**src/rtl/pipe_ctrl_pkg.sv**
```systemverilog
// ---------------------------------------------------------------------------
// pipe_ctrl_pkg
// Shared definitions for the pipeline sequencing controller: instruction
// field positions, the opcode/aluop values the controller cares about and
// the FSM state encoding.
// Ports: none (package).
// ---------------------------------------------------------------------------
package pipe_ctrl_pkg;

  // Instruction field bit positions
  localparam int OPC_MSB = 31;
  localparam int OPC_LSB = 27;
  localparam int RD_MSB  = 26;
  localparam int RD_LSB  = 22;
  localparam int RS_MSB  = 21;
  localparam int RS_LSB  = 17;
  localparam int RT_MSB  = 16;
  localparam int RT_LSB  = 12;
  localparam int ALU_MSB = 6;
  localparam int ALU_LSB = 2;

  // Opcodes
  localparam logic [4:0] OPC_ALU = 5'b00000;
  localparam logic [4:0] OPC_LW  = 5'b01000;
  localparam logic [4:0] OPC_SW  = 5'b00111;
  localparam logic [4:0] OPC_BNE = 5'b00010;
  localparam logic [4:0] OPC_BLT = 5'b00110;

  // ALU sub-operations routed to the multi-cycle mult/div unit
  localparam logic [4:0] ALUOP_MUL = 5'b00110;
  localparam logic [4:0] ALUOP_DIV = 5'b00111;

  // Controller state; the unused code falls back to INIT
  typedef enum logic [1:0] {
    ST_INIT    = 2'b00,
    ST_RUN     = 2'b01,
    ST_MD_BUSY = 2'b10,
    ST_BAD     = 2'b11
  } state_t;

endpackage

```
**src/rtl/pipe_ctrl_hazard_detect.sv**
```systemverilog
// ---------------------------------------------------------------------------
// hazard_detect
// Combinational decode of the instructions sitting in decode (F/D output)
// and execute (D/X output).
// Ports:
//   fd_instr   in  32  instruction in decode
//   dx_instr   in  32  instruction in execute
//   load_use   out 1   execute lw writes a register decode reads
//   is_multdiv out 1   execute instruction needs the mult/div unit
// ---------------------------------------------------------------------------
module hazard_detect
  import pipe_ctrl_pkg::*;
(
  input  logic [31:0] fd_instr,
  input  logic [31:0] dx_instr,
  output logic        load_use,
  output logic        is_multdiv
);

  logic [4:0] fd_op;
  logic [4:0] fd_rd;
  logic [4:0] fd_rs;
  logic [4:0] fd_rt;
  logic [4:0] dx_op;
  logic [4:0] dx_rd;
  logic [4:0] dx_alu;
  logic       rt_is_src;
  logic       rd_is_src;
  logic       unused_bits;

  assign fd_op  = fd_instr[OPC_MSB:OPC_LSB];
  assign fd_rd  = fd_instr[RD_MSB:RD_LSB];
  assign fd_rs  = fd_instr[RS_MSB:RS_LSB];
  assign fd_rt  = fd_instr[RT_MSB:RT_LSB];
  assign dx_op  = dx_instr[OPC_MSB:OPC_LSB];
  assign dx_rd  = dx_instr[RD_MSB:RD_LSB];
  assign dx_alu = dx_instr[ALU_MSB:ALU_LSB];

  // Only R-type reads rt; stores and compare-branches read the rd field.
  assign rt_is_src = (fd_op == OPC_ALU);
  assign rd_is_src = (fd_op == OPC_SW) || (fd_op == OPC_BNE) || (fd_op == OPC_BLT);

  // r0 is hard-wired, so a lw targeting it can never feed a consumer.
  assign load_use = (dx_op == OPC_LW) && (dx_rd != 5'd0) &&
                    ((dx_rd == fd_rs) ||
                     (rt_is_src && (dx_rd == fd_rt)) ||
                     (rd_is_src && (dx_rd == fd_rd)));

  assign is_multdiv = (dx_op == OPC_ALU) &&
                      ((dx_alu == ALUOP_MUL) || (dx_alu == ALUOP_DIV));

  // Fields the controller never looks at
  assign unused_bits = ^{fd_instr[11:0], dx_instr[21:7], dx_instr[1:0]};

endmodule

```
**src/rtl/pipe_ctrl.sv**
```systemverilog
// ---------------------------------------------------------------------------
// pipe_ctrl
// Sequencing controller for the PC register and the F/D, D/X, X/M, M/W
// latches. Handles load-use stalls, taken-branch flushes and the mult/div
// start/wait/timeout handshake, and counts stalled cycles for debug.
// Parameters:
//   MD_TIMEOUT  cycles waited for md_rdy before abort (2..255)
//   INIT_CYCLES cycles latches are held cleared after reset (1..15)
// Ports:
//   clock                          in  1   rising-edge clock
//   res                            in  1   async active-low reset
//   fd_instr, dx_instr             in  32  decode / execute instructions
//   br_taken                       in  1   execute-stage redirect
//   md_rdy                         in  1   mult/div result valid pulse
//   pc_en, fd_en, dx_en, xm_en, mw_en out 1 load enables
//   fd_clr, dx_clr, xm_clr, mw_clr out 1   load nop on next edge
//   md_start                       out 1   mult/div start pulse
//   md_err                         out 1   sticky mult/div timeout
//   stall_cnt                      out 32  cycles with pc_en=0 after INIT
// ---------------------------------------------------------------------------
module pipe_ctrl
  import pipe_ctrl_pkg::*;
#(
  parameter int MD_TIMEOUT  = 40,
  parameter int INIT_CYCLES = 2
) (
  input  logic        clock,
  input  logic        res,
  input  logic [31:0] fd_instr,
  input  logic [31:0] dx_instr,
  input  logic        br_taken,
  input  logic        md_rdy,
  output logic        pc_en,
  output logic        fd_en,
  output logic        dx_en,
  output logic        xm_en,
  output logic        mw_en,
  output logic        fd_clr,
  output logic        dx_clr,
  output logic        xm_clr,
  output logic        mw_clr,
  output logic        md_start,
  output logic        md_err,
  output logic [31:0] stall_cnt
);

  localparam logic [3:0] INIT_LAST = 4'(INIT_CYCLES - 1);
  localparam logic [7:0] MD_LAST   = 8'(MD_TIMEOUT - 1);

  state_t      state_reg;
  state_t      state_next;
  logic [3:0]  init_cnt_reg;
  logic [7:0]  md_timer_reg;
  logic        md_err_reg;
  logic [31:0] stall_cnt_reg;

  logic load_use;
  logic is_multdiv;
  logic init_done;
  logic md_expired;

  hazard_detect u_hazard (
    .fd_instr  (fd_instr),
    .dx_instr  (dx_instr),
    .load_use  (load_use),
    .is_multdiv(is_multdiv)
  );

  assign init_done  = (init_cnt_reg == INIT_LAST);
  assign md_expired = (md_timer_reg == MD_LAST);

  // State register
  always_ff @(posedge clock or negedge res) begin
    if (!res) begin
      state_reg <= ST_INIT;
    end else begin
      state_reg <= state_next;
    end
  end

  // Next-state logic
  always_comb begin
    state_next = ST_INIT;
    case (state_reg)
      ST_INIT:    state_next = init_done ? ST_RUN : ST_INIT;
      ST_RUN: begin
        // A redirect squashes whatever sits in X, multdiv included.
        if (!br_taken && is_multdiv) state_next = ST_MD_BUSY;
        else                         state_next = ST_RUN;
      end
      ST_MD_BUSY: state_next = (md_rdy || md_expired) ? ST_RUN : ST_MD_BUSY;
      default:    state_next = ST_INIT;
    endcase
  end

  // Output logic (Mealy on br_taken, hazards and md_rdy)
  always_comb begin
    pc_en    = 1'b0;
    fd_en    = 1'b0;
    dx_en    = 1'b0;
    xm_en    = 1'b0;
    mw_en    = 1'b0;
    fd_clr   = 1'b0;
    dx_clr   = 1'b0;
    xm_clr   = 1'b0;
    mw_clr   = 1'b0;
    md_start = 1'b0;
    case (state_reg)
      ST_RUN: begin
        if (br_taken) begin
          {pc_en, fd_en, dx_en, xm_en, mw_en} = 5'b11111;
          fd_clr = 1'b1;
          dx_clr = 1'b1;
        end else if (is_multdiv) begin
          // Freeze the front end; X/M takes bubbles until the result lands.
          md_start = 1'b1;
          xm_clr   = 1'b1;
          xm_en    = 1'b1;
          mw_en    = 1'b1;
        end else if (load_use) begin
          dx_clr = 1'b1;
          dx_en  = 1'b1;
          xm_en  = 1'b1;
          mw_en  = 1'b1;
        end else begin
          {pc_en, fd_en, dx_en, xm_en, mw_en} = 5'b11111;
        end
      end
      ST_MD_BUSY: begin
        if (md_rdy) begin
          {pc_en, fd_en, dx_en, xm_en, mw_en} = 5'b11111;
        end else if (md_expired) begin
          // Abort: let the pipe advance but drop the missing result.
          {pc_en, fd_en, dx_en, xm_en, mw_en} = 5'b11111;
          xm_clr = 1'b1;
        end else begin
          xm_en  = 1'b1;
          xm_clr = 1'b1;
          mw_en  = 1'b1;
        end
      end
      default: begin
        // INIT and the unused encoding keep every latch cleared.
        {fd_clr, dx_clr, xm_clr, mw_clr} = 4'b1111;
      end
    endcase
  end

  // Timers, sticky error and stall counter
  always_ff @(posedge clock or negedge res) begin
    if (!res) begin
      init_cnt_reg  <= 4'd0;
      md_timer_reg  <= 8'd0;
      md_err_reg    <= 1'b0;
      stall_cnt_reg <= 32'd0;
    end else begin
      if (state_reg == ST_INIT && !init_done) init_cnt_reg <= init_cnt_reg + 4'd1;
      else                                    init_cnt_reg <= 4'd0;

      // Cleared on every cycle outside MD_BUSY so each start sees a fresh timer.
      if (state_reg == ST_MD_BUSY && state_next == ST_MD_BUSY)
        md_timer_reg <= md_timer_reg + 8'd1;
      else
        md_timer_reg <= 8'd0;

      if (state_reg == ST_MD_BUSY && !md_rdy && md_expired) md_err_reg <= 1'b1;

      if ((state_reg == ST_RUN || state_reg == ST_MD_BUSY) && !pc_en)
        stall_cnt_reg <= stall_cnt_reg + 32'd1;
    end
  end

  assign md_err    = md_err_reg;
  assign stall_cnt = stall_cnt_reg;

endmodule

```
**config.mk**
```make
export PLATFORM = sky130hd
export DESIGN_NAME = pipe_ctrl
export DESIGN_NICKNAME = d
export VERILOG_FILES = /design/src/rtl/pipe_ctrl_pkg.sv /design/src/rtl/pipe_ctrl_hazard_detect.sv /design/src/rtl/pipe_ctrl.sv
export SDC_FILE = /design/constraint.sdc
export NUM_CORES = 1
export LEC_CHECK = 0
export CAP_MARGIN = 0
export CELL_PAD_IN_SITES_DETAIL_PLACEMENT = 0
export CELL_PAD_IN_SITES_GLOBAL_PLACEMENT = 1
export CORE_ASPECT_RATIO = 1.4
export CORE_MARGIN = 5
export CORE_UTILIZATION = 30
export DETAILED_ROUTE_END_ITERATION = 12
export PLACE_DENSITY_LB_ADDON = 0.2
export SETUP_SLACK_MARGIN = 0.02
export SYNTH_ARGS = -nofsm -noshare
export SYNTH_HDL_FRONTEND = slang
export SYNTH_SLANG_ARGS = --single-unit
```
**constraint.sdc**
```tcl
create_clock -name clock -period 3.19 [get_ports clock]
set_input_delay 0.7975 -clock clock [delete_from_list [all_inputs] [get_ports clock]]
set_output_delay 0.7975 -clock clock [all_outputs]
set_load 0.01 [all_outputs]
```
* Word-level counts from Yosys, hierarchy flattened
Index checks and enable logic that the tools add are counted.
Operators by class: $add $sub $neg 3, multipliers 0, div/mod/pow operators 0, magnitude comparators 0, equal/unequal tests 14, shift-type cells 0, mux-type cells 28, bitwise operators 0, reduce and logical (&&, ||, !) cells 27
Operators with widths (number):
- 32-bit by 1-bit adder with 32-bit output, second input constant | 1
- 5-bit by 3-bit equality test with 1-bit output, second input constant | 4
- 1-bit two-way mux | 18
- 5-bit equality test | 3
- 1-bit logical AND | 11
- 5-bit zero test | 2
- 1-bit one-hot mux with 2 select lines | 5
- 8-bit by 1-bit adder with 8-bit output, second input constant | 1
- 8-bit by 6-bit equality test with 1-bit output, second input constant | 1
- 8-bit two-way mux | 1
- 1-bit logical OR | 7
- 2-bit one-hot mux with 3 select lines | 1
- 5-bit by 2-bit equality test with 1-bit output, second input constant | 1
- 5-bit by 4-bit equality test with 1-bit output, second input constant | 1
- 5-bit nonzero test | 1
- 4-bit by 1-bit adder with 4-bit output, second input constant | 1
- 2-bit equality test, second input constant | 2
- 4-bit by 1-bit equality test with 1-bit output, second input constant | 1
- 1-bit zero test | 4
- 2-bit two-way mux | 2
- 4-bit two-way mux | 1
- 2-bit by 1-bit equality test with 1-bit output, second input constant | 1
- 2-bit zero test | 1
- 2-bit OR reduction | 1
Storage, ports and cells: register bits after elaboration 47, bits in latches 0, RAM bits 0, ROM bits 0, input bits 68, output and inout port bits 43, word-level logic and storage cells 77, memories kept 0

* Longest topological paths before layout
Gate-level depths: netlist (run 1).
word-level depth 12, mapped depth 9, depth with buffers taken out 8

* Modules after synthesis
A second synthesis (run 1) with hierarchy kept.
Second synthesis, totals: cells, all modules 260, area total of the unflattened synthesis 2711.4 um^2
Modules (own cells, without submodules):
- pipe_ctrl | instances 1, cells an instance 228, area an instance 2476.1 um^2, sequential area each 1176.1 um^2
- hazard_detect | instances 1, cells an instance 32, area an instance 235.2 um^2, sequential area each 0.0 um^2

* Worst setup path before layout (run 1)
No wires, ideal clock.
path type input to output, start in dx_instr[28], end out pc_en, data arrival time 2.538 ns, data required time 2.393 ns, path slack -0.145 ns, stages 8, buffers on the path 3, path through or4_4 o41a_1 and4_1 buf_6 buf_2 nor3_1 nor2_1 buf_4
Between the ends: cells in the longest elaborated chain, start to end 7, elaborated cells between the ends (all ways) 9, classes of those cells 1 x eq/ne; 4 x mux; 4 x reduce/logical
Ends and longest elaborated chain:
- start: declaration | line pipe_ctrl.sv:30 | input logic [31:0] dx_instr,
- 5-bit by 4-bit equality test with 1-bit output | line pipe_ctrl_hazard_detect.sv:44 | assign load_use = (dx_op == OPC_LW) && (dx_rd != 5'd0) &&
- 1-bit logical AND (2 in series) | line pipe_ctrl_hazard_detect.sv:44
- 1-bit two-way mux
- 1-bit two-way mux * (2 in series)
- 1-bit one-hot mux with 2 select lines *
- end: declaration | line pipe_ctrl.sv:33 | output logic pc_en,
Every way passes the cells marked *; elsewhere a longest branch is shown, timed or not.

* Worst setup path in the final report (run 1)
start in dx_instr[28], end out fd_en
Between the ends: cells in the longest elaborated chain, start to end 7, elaborated cells between the ends (all ways) 9, classes of those cells 1 x eq/ne; 4 x mux; 4 x reduce/logical
Ends and longest elaborated chain:
- 5-bit by 4-bit equality test with 1-bit output | line pipe_ctrl_hazard_detect.sv:44
- 1-bit logical AND (2 in series) | line pipe_ctrl_hazard_detect.sv:44
- 1-bit two-way mux | line pipe_ctrl.sv:120 | end else if (load_use) begin
- 1-bit two-way mux * | line pipe_ctrl.sv:114 | end else if (is_multdiv) begin
- 1-bit two-way mux * | line pipe_ctrl.sv:110 | if (br_taken) begin
- 1-bit one-hot mux with 2 select lines * | line pipe_ctrl.sv:108 | case (state_reg)
- end: declaration | line pipe_ctrl.sv:34 | output logic fd_en,
Marks and branches as above.

==> impl_metrics.toml, run 1 <==
[outcome]
status = "finished clean"

[route]
drt_pass1_iterations = 4
drt_first_iter_violations = 63
wl_per_cell_um = 15.2
vias = 2468
via_per_inst = 5.04
ant_nets = 0
route.detailed.drc = 0
wl_um = 7450

[worst_setup_path]
arrival_ns = 2.39
reg2reg_slack_ns = 0.91
reg2reg_from = "md_timer_reg[4]$_DFF_PN0_"
reg2reg_depth = 7
cp_max_fo = 3
crit_type = "input port to output pin"
rr_endpoint = "stall_cnt[10]$_DFFE_PN0P_"
start_kind = "input port"
end_kind = "output pin"
worstPathRequired_ns = 2.39

[floorplanning]
start_util_pct = 30.4
die_h_um = 126
num_io_pins = 111
core_sq_um = 9410
die-area_sq_um = 11600
core.rowCount = 42
dieWidth_um = 92.6

[logic_synthesis]
synth_seq_cells = 47
syn_nets = 359
ys.flop_type = "dfrtp_1"
syn_area_sq_um = 2860
synth_cells = 283
yosysWarnings = 0
yosys.area.top_type = "dfrtp_1"
synth_edf_count = 0
ys_async_sr_fraction_pct = 100
yosysSeqAreaShare_pct = 41.1
synth.area.top_cells = "dfrtp_1 41%, xor2_1 13%, nand3_1 4.0%"
synth.most_common_cell = "dfrtp_1"
yosys-top-cells-count = "47 x dfrtp_1, 44 x xor2_1, 25 x nor2_1, 23 x nand3_1, 20 x nor3_1"
avgSynthCellArea_sq_um = 10.1
synthDistinctLibCells = 45
synth_top_area_share_pct = 41.1

[grt]
grt_overflow_total = 0
gr-usage-met3_pct = 3.79
grt_pass1_vias = 2570
grt_pass1_wl_um = 12400
grt_max_degree = 32
grt_usage_pct = 13.4
grtUsageMet1_pct = 14.7
grt_antenna_before_repair = 0
grt_busiest_layer = "met2"
grt_use_met2_pct = 24.2

[power_and_ir_drop]
power.internal_mw = 1.08
switchingPower_uw = 444
power_density_nw_per_um2 = 376
vdd_drop_max_uv = 187
power_frac_seq_pct = 41.7
leakage_nw = 1.81
pwr-share-clk_pct = 34.0
switching_share_pct = 29.1
pwr-share-comb_pct = 24.3
p_total_mw = 1.52

[timing]
period_needed_ns = 3.19
slew_headroom_pct = 63.7
fmax_mhz = 314
skew_ns = 0.00595
grt_setup_unrepaired = "true"
setup-violations-final = 0
hold-worst-slack_ns = 0.456
post-route-period-util_pct = 99.8
worst_pin_slew_ns = 0.545
final_hold_viol_count = 0
slew_violations = 0

[worst_hold_path]
min_from = "md_timer_reg[0]$_DFF_PN0_"
hold_depth = 1
min_to = "md_timer_reg[0]$_DFF_PN0_"
hp-class = "register to register"

[layout]
nets = 456
area_growth_pct = 41.6
antenna_cells = 0
largest_register_ffs = 32
drive_above_1_share_pct = 17.1
fill_cells = 924

[cts]
cts_tree = "yes"
clock_sinks = 47
clk_pin_slew_ns = 0.06
ctsLongestPathBuffers = 2
cts_root_buffer = "clkbuf_16"
clk_latency_ns = 0.29
htree_levels = 2
cts_buffers = 5

[job]
maxCapViolCount = 0

[place]
gp_congestion = 0.714
port_buffers = 80
hpwl_um = 5750
[what timing repair did]
item | CTS | global route
hold endpoints to repair | 0 | 0
pin swaps | 9 | 8
hold buffers | 0 | 0
resized for setup | 41 | 13
setup endpoints to repair | 6 | 4
setup buffers | 1 | 0
[worst max-delay path: stages]
cell and delay [ns]:
clkbuf_2 0.08, or4_4 0.54, o41a_1 0.38, and4_4 0.22, nor3_4 0.17, nor2_2 0.05
buf_2 0.14
[metal layers]
layer / vias to the layer above / share of wire [%]
li1: 1189 / -
met5: - / 0
met1: 1191 / 39
met4: 0 / 1.6
met2: 81 / 52
met3: 7 / 7.0
[power by group through the flow]
| stage | Clock, mW | Sequential, mW | Combinational, mW |
|---|---|---|---|
| final | 0.518 | 0.636 | 0.371 |
| after global routing | 0.560 | 0.640 | 0.411 |
| after CTS | 0.537 | 0.637 | 0.374 |
| after detailed placement | 0 | 0.648 | 0.380 |
| after global placement | 0 | 0.647 | 0.378 |
| after floorplan | 0 | 0.649 | 0.195 |
[metrics by stage]
stage	util [%]	TNS, ns	instances	setup WS, ns	area (sq um)
after floorplan	-	-0.109	283	-0.109	2870
after global placement	41.2	-3.76	482	-0.666	3870
after detailed placement	41.2	-4.12	482	-0.698	3870
after CTS	42.6	-0.154	490	-0.0776	4010
after global routing	43.1	-0.110	490	-0.0549	4050
final	43.1	0	490	0.00488	4050
[cell usage in the layout, fill, tap and decap left out, types with 2 or more instances in the layout]
cell type	instances
and2_1	6
and3_1	5
and4_1	3
buf_2	7
buf_4	21
buf_6	3
clkbuf_16	5
clkdlybuf4s15_1	2
clkdlybuf4s50_1	58
dfrtp_1	47
dlygate4sd2_1	5
dlymetal6s2s_1	6
ha_1	8
inv_1	10
nand2_1	7
nand2b_1	3
nand3_1	23
nand4_1	15
nor2_1	24
nor2b_1	2
nor3_1	18
nor4_2	8
nor4b_2	5
o21a_1	2
o21ai_0	2
or3_1	3
or4_1	2
or4_4	2
xnor2_1	9
xor2_1	44
[cell families after synthesis]
kind of cell	share of synthesized area [%]
AO/OA/AOI/OAI	2.67
XOR/XNOR	16.2
adder cells (fa/ha/maj)	3.50
buffers and inverters	4.50
flip-flops	41.1
multiplexers	0.743
AND/OR/NAND/NOR	31.3
[area by class of cell]
cell class / instances / area, sq um / area share [%]
clock buffer: 6 / 139 / 3.43
sequential: 47 / 1180 / 29.0
clock inverter: 1 / 5.00 / 0.123
tap: 110 / 138 / 3.40
inverter: 10 / 37.5 / 0.926
multi-input combinational: 213 / 1610 / 39.6
timing repair buffer: 103 / 951 / 23.5
[worst max path at each step]
stage            end    startpoint  slack (ns)
2_1_floorplan  pc_en  dx_instr[28]       -0.11
3_3_place_gp   pc_en  dx_instr[28]       -0.67
3_5_place_dp   fd_en  dx_instr[28]       -0.70
4_1_cts        fd_en  dx_instr[31]       -0.08
5_1_grt        fd_en  dx_instr[28]       -0.05
6_report       fd_en  dx_instr[28]       0.005
Note: power is estimated with default switching activity, not from simulation.
==> run 2: changes to the inputs <==
--- a/config.mk
+++ b/config.mk
@@ -8,12 +8,12 @@
 export CAP_MARGIN = 0
 export CELL_PAD_IN_SITES_DETAIL_PLACEMENT = 0
 export CELL_PAD_IN_SITES_GLOBAL_PLACEMENT = 1
-export CORE_ASPECT_RATIO = 1.4
 export CORE_MARGIN = 5
 export CORE_UTILIZATION = 30
 export DETAILED_ROUTE_END_ITERATION = 12
 export PLACE_DENSITY_LB_ADDON = 0.2
 export SETUP_SLACK_MARGIN = 0.02
+export SKIP_CTS_REPAIR_TIMING = 1
 export SYNTH_ARGS = -nofsm -noshare
 export SYNTH_HDL_FRONTEND = slang
 export SYNTH_SLANG_ARGS = --single-unit
==> impl_metrics.toml, run 2 (same netlist as run 1, synthesis figures left out) <==
[worst_setup_path]
crit_type = "input port to output pin"
cp_slowest_cell = "or4_4"
start_kind = "input port"
arrival_ns = 2.37
reg2reg_slack_ns = 0.94
worstPathRequired_ns = 2.39
reg2reg_depth = 8
crit_path_cell_trace = "buf_6, or4_4, o41a_1, buf_4, buf_4, nor2_2, nor2_1, buf_2"
cp_max_fo = 3
end_kind = "output pin"
cp_common_cell = "buf_4"
critical_path.max_stage_delay_ns = 0.54
reg2reg_from = "md_timer_reg[0]$_DFF_PN0_"
rr_endpoint = "stall_cnt[14]$_DFFE_PN0P_"

[route]
drt_pass1_iterations = 4
wl_per_cell_um = 14.7
wl_um = 7420
route.detailed.drc = 0
via_per_inst = 4.75
drt_first_iter_violations = 45
vias = 2401
ant_nets = 0

[cts]
cts_buffers = 5
clk_latency_ns = 0.30
clk_pin_slew_ns = 0.09
cts_tree = "yes"
clock_sinks = 47
cts_root_buffer = "clkbuf_8"
ctsLongestPathBuffers = 2
htree_levels = 2

[timing]
final_hold_viol_count = 0
slew_violations = 0
period_needed_ns = 3.17
worst_pin_slew_ns = 0.535
setup-violations-final = 0
slew_headroom_pct = 64.3
skew_ns = 0.0143
fmax_mhz = 315
grt_setup_unrepaired = "true"
post-route-period-util_pct = 99.4
setup_tns_ns = 0

[layout]
seqCellArea_sq_um = 1180
area_growth_pct = 39.4
drive_above_1_share_pct = 16.2
nets = 452
fill_cells = 967
fin_cells = 506
antenna_cells = 0
most-common-layout-cells = "62 x clkdlybuf4s50_1, 47 x dfrtp_1, 44 x xor2_1, 24 x nor2_1, 23 x nand3_1"
largest_register_ffs = 32
final_common_cell = "clkdlybuf4s50_1"
fin_util_pct = 43.0
multi_input_area_sq_um = 1590

[place]
gp_congestion = 0.736
port_buffers = 80
dp_cells = 497
hpwl_um = 5570

[outcome]
status = "finished clean"

[floorplanning]
core_sq_um = 9280
die-area_sq_um = 11600
dieWidth_um = 108
num_io_pins = 111
start_util_pct = 30.8
core.rowCount = 35
die_h_um = 108

[grt]
grt_antenna_before_repair = 0
grt_max_degree = 32
grt_overflow_total = 0
grt_pass1_vias = 2469
grt_pass1_wl_um = 12100
grt_usage_pct = 13.0

[worst_hold_path]
hp-class = "input port to async pin"

[power_and_ir_drop]
power_density_nw_per_um2 = 342
vdd_drop_max_uv = 169
p_total_mw = 1.36
leakage_nw = 1.79

[job]
maxCapViolCount = 0
==> run 2: cell type report <==
type                    instances  area share (%)
inverters                      10           0.941
clock buffers                   5            1.72
flip-flops and latches         47            29.5
well taps                     129            4.05
multi-input cells             213            39.9
repair buffers                 99            23.4
clock inverters                 3           0.470
==> run 2: worst max path at each step <==
stage	startpoint	to	slack, ns	depth (start not counted)
after global routing	dx_instr[31]	fd_en	-0.08	7
after floorplan	dx_instr[28]	pc_en	-0.11	8
after detailed placement	dx_instr[28]	fd_en	-0.61	7
final	dx_instr[31]	dx_en	0.02	8
after global placement	dx_instr[28]	pc_en	-0.62	7
after CTS	dx_instr[28]	fd_en	-0.62	7
==> run 2: critical path: cells and delay by family <==
family | cells | cell delay (ns)
AND/OR/NAND/NOR | 3 | 0.65
buffers and inverters | 4 | 0.51
AO/OA/AOI/OAI | 1 | 0.42
==> run 2: routing by layer <==
| metal | vias to the layer above | GRT usage [%] | share of wire (%) | wire length (um) |
|---|---|---|---|---|
| met4 | 0 | 3.52 | 0.93 | 69 |
| met1 | 1146 | 16.0 | 44 | 3270 |
| li1 | 1181 | - | - | - |
| met5 | - | 0 | 0 | 0 |
| met3 | 5 | 5.22 | 9.0 | 669 |
| met2 | 69 | 20.9 | 46 | 3410 |
==> run 2: report_power, final <==
group	switching [mW]	internal (mW)
clock network	0.209	0.155
logic	0.209	0.154
registers	0.0232	0.613
==> run 2: metrics by stage <==
step                      worst slack (ns)  hold WS [ns]  area [sq um]
after floorplan                     -0.109         0.433          2870
after global placement              -0.617         0.445          3870
after detailed placement            -0.612         0.459          3870
after CTS                           -0.615         0.473          3960
after global routing               -0.0762         0.499          3990
final                               0.0191         0.461          3990
==> run 3: changes to the inputs <==
--- a/config.mk
+++ b/config.mk
@@ -9,7 +9,7 @@
 export CELL_PAD_IN_SITES_DETAIL_PLACEMENT = 0
 export CELL_PAD_IN_SITES_GLOBAL_PLACEMENT = 1
 export CORE_MARGIN = 5
-export CORE_UTILIZATION = 30
+export CORE_UTILIZATION = 33
 export DETAILED_ROUTE_END_ITERATION = 12
 export PLACE_DENSITY_LB_ADDON = 0.2
 export SETUP_SLACK_MARGIN = 0.02
==> constraint.sdc (replaced) <==
create_clock -name clock -period 3.6 [get_ports clock]
set_input_delay 0.9 -clock clock [delete_from_list [all_inputs] [get_ports clock]]
set_output_delay 0.9 -clock clock [all_outputs]
set_load 0.01 [all_outputs]
==> impl_metrics.toml, run 3 (same netlist as run 1, synthesis figures left out) <==
[outcome]
status = "finished clean"

[layout]
final_common_cell = "clkdlybuf4s50_1"
fin_util_pct = 46.4
antenna_cells = 0
area_growth_pct = 39.3
nets = 455
most-common-layout-cells = "65 x clkdlybuf4s50_1, 47 x dfrtp_1, 44 x xor2_1, 24 x nor2_1, 23 x nand3_1"
drive_above_1_share_pct = 14.2
fill_cells = 851
largest_register_ffs = 32

[cts]
clock_sinks = 47
htree_levels = 2
cts_tree = "yes"
clk_pin_slew_ns = 0.08
clk_latency_ns = 0.29
cts_buffers = 5
cts_root_buffer = "clkbuf_8"
ctsLongestPathBuffers = 2

[floorplanning]
die-area_sq_um = 10600
core_sq_um = 8590
start_util_pct = 33.3
num_io_pins = 111
dieWidth_um = 103
die_h_um = 103
core.rowCount = 34

[grt]
grt_max_degree = 36
grt_use_met2_pct = 23.7
grt_pass1_vias = 2485
gr-usage-met3_pct = 4.40
grt_usage_pct = 14.0
grt_overflow_total = 0
grt_antenna_before_repair = 0
grt_busiest_layer = "met2"
grt_pass1_wl_um = 11900
grtUsageMet1_pct = 17.9

[worst_setup_path]
crit_path_cell_trace = "clkbuf_2, or4_4, o41a_1, buf_4, o21a_1, nor3_2, nor2_2, buf_2"
end_kind = "output pin"
cp_max_fo = 3
arrival_ns = 2.62
cp_slowest_cell = "or4_4"
start_kind = "input port"
crit_type = "input port to output pin"
critical_path.max_stage_delay_ns = 0.53
worstPathRequired_ns = 2.70

[worst_hold_path]
hp-class = "register to register"

[power_and_ir_drop]
pwr-share-comb_pct = 25.9
power_density_nw_per_um2 = 318
switchingPower_uw = 375
leakage_nw = 1.80
pwr-share-clk_pct = 29.8
vdd_drop_max_uv = 163
p_total_mw = 1.27
power_frac_seq_pct = 44.4
switching_share_pct = 29.6
power.internal_uw = 893

[route]
via_per_inst = 4.96
wl_um = 7050
drt_pass1_iterations = 4
ant_nets = 0
drt_first_iter_violations = 115
wl_per_cell_um = 14.5
vias = 2414
route.detailed.drc = 0

[timing]
post-route-period-util_pct = 97.9
fmax_mhz = 284
worst_pin_slew_ns = 0.787
hold-worst-slack_ns = 0.462
skew_ns = 0.00921
setup_tns_ns = 0
setup-violations-final = 0
final_hold_viol_count = 0
slew_headroom_pct = 47.6
slew_violations = 0
period_needed_ns = 3.52
grt_setup_unrepaired = "true"

[place]
gp_congestion = 0.747
port_buffers = 80
hpwl_um = 5390

[job]
maxCapViolCount = 0
-- run 3: per-layer routing --
| layer | vias up | wire length (um) |
|---|---|---|
| li1 | 1192 | - |
| met1 | 1156 | 3100 |
| met2 | 61 | 3420 |
| met3 | 5 | 488 |
| met4 | 0 | 40 |
| met5 | - | 0 |
-- run 3: stage by stage --
step / cell area [sq um] / std cells / setup WS (ns)
after floorplan: 2860 / 283 / 0.0600
after global placement: 3840 / 477 / -0.507
after detailed placement: 3840 / 477 / -0.547
after CTS: 3950 / 484 / -0.551
after global routing: 3990 / 487 / 0.0155
final: 3990 / 487 / 0.0762
-- run 3: cell type report --
class | count | area, sq um | area share [%]
Multi-Input combinational cell | 213 | 1570 | 39.4
Sequential cell | 47 | 1180 | 29.5
Timing Repair Buffer | 102 | 966 | 24.2
Tap cell | 108 | 135 | 3.39
Clock buffer | 6 | 72.6 | 1.82
Inverter | 10 | 37.5 | 0.941
Clock inverter | 1 | 30.0 | 0.753
-- run 3: worst max-delay path: cells and delay by family --
kind            cells  cell delay, ns
simple gates        3            0.80
buf+inv             3            0.38
compound gates      2            0.55
-- run 3: path summary, 6_finish.rpt --
kind	cells after the start	to	slack (ns)	from
worst max-delay path	8	fd_en	0.08	dx_instr[31]
worst min-delay path	1	md_timer_reg[0]$_DFF_PN0_	0.46	md_timer_reg[0]$_DFF_PN0_
worst max register to register	6	stall_cnt[26]$_DFFE_PN0P_	1.26	md_timer_reg[3]$_DFF_PN0_
worst min register to register	1	md_timer_reg[0]$_DFF_PN0_	0.46	md_timer_reg[0]$_DFF_PN0_
max in group asynchronous	2	md_timer_reg[7]$_DFF_PN0_	2.22	res
min in group asynchronous	1	stall_cnt[8]$_DFFE_PN0P_	0.69	res
-- run 3: power by group through the flow --
stage / registers (mW) / clock network, mW / logic [mW]
5_1_grt: 0.566 / 0.409 / 0.359
3_5_place_dp: 0.573 / 0 / 0.332
2_1_floorplan: 0.575 / 0 / 0.171
4_1_cts: 0.563 / 0.393 / 0.334
6_report: 0.563 / 0.378 / 0.328
3_3_place_gp: 0.573 / 0 / 0.330
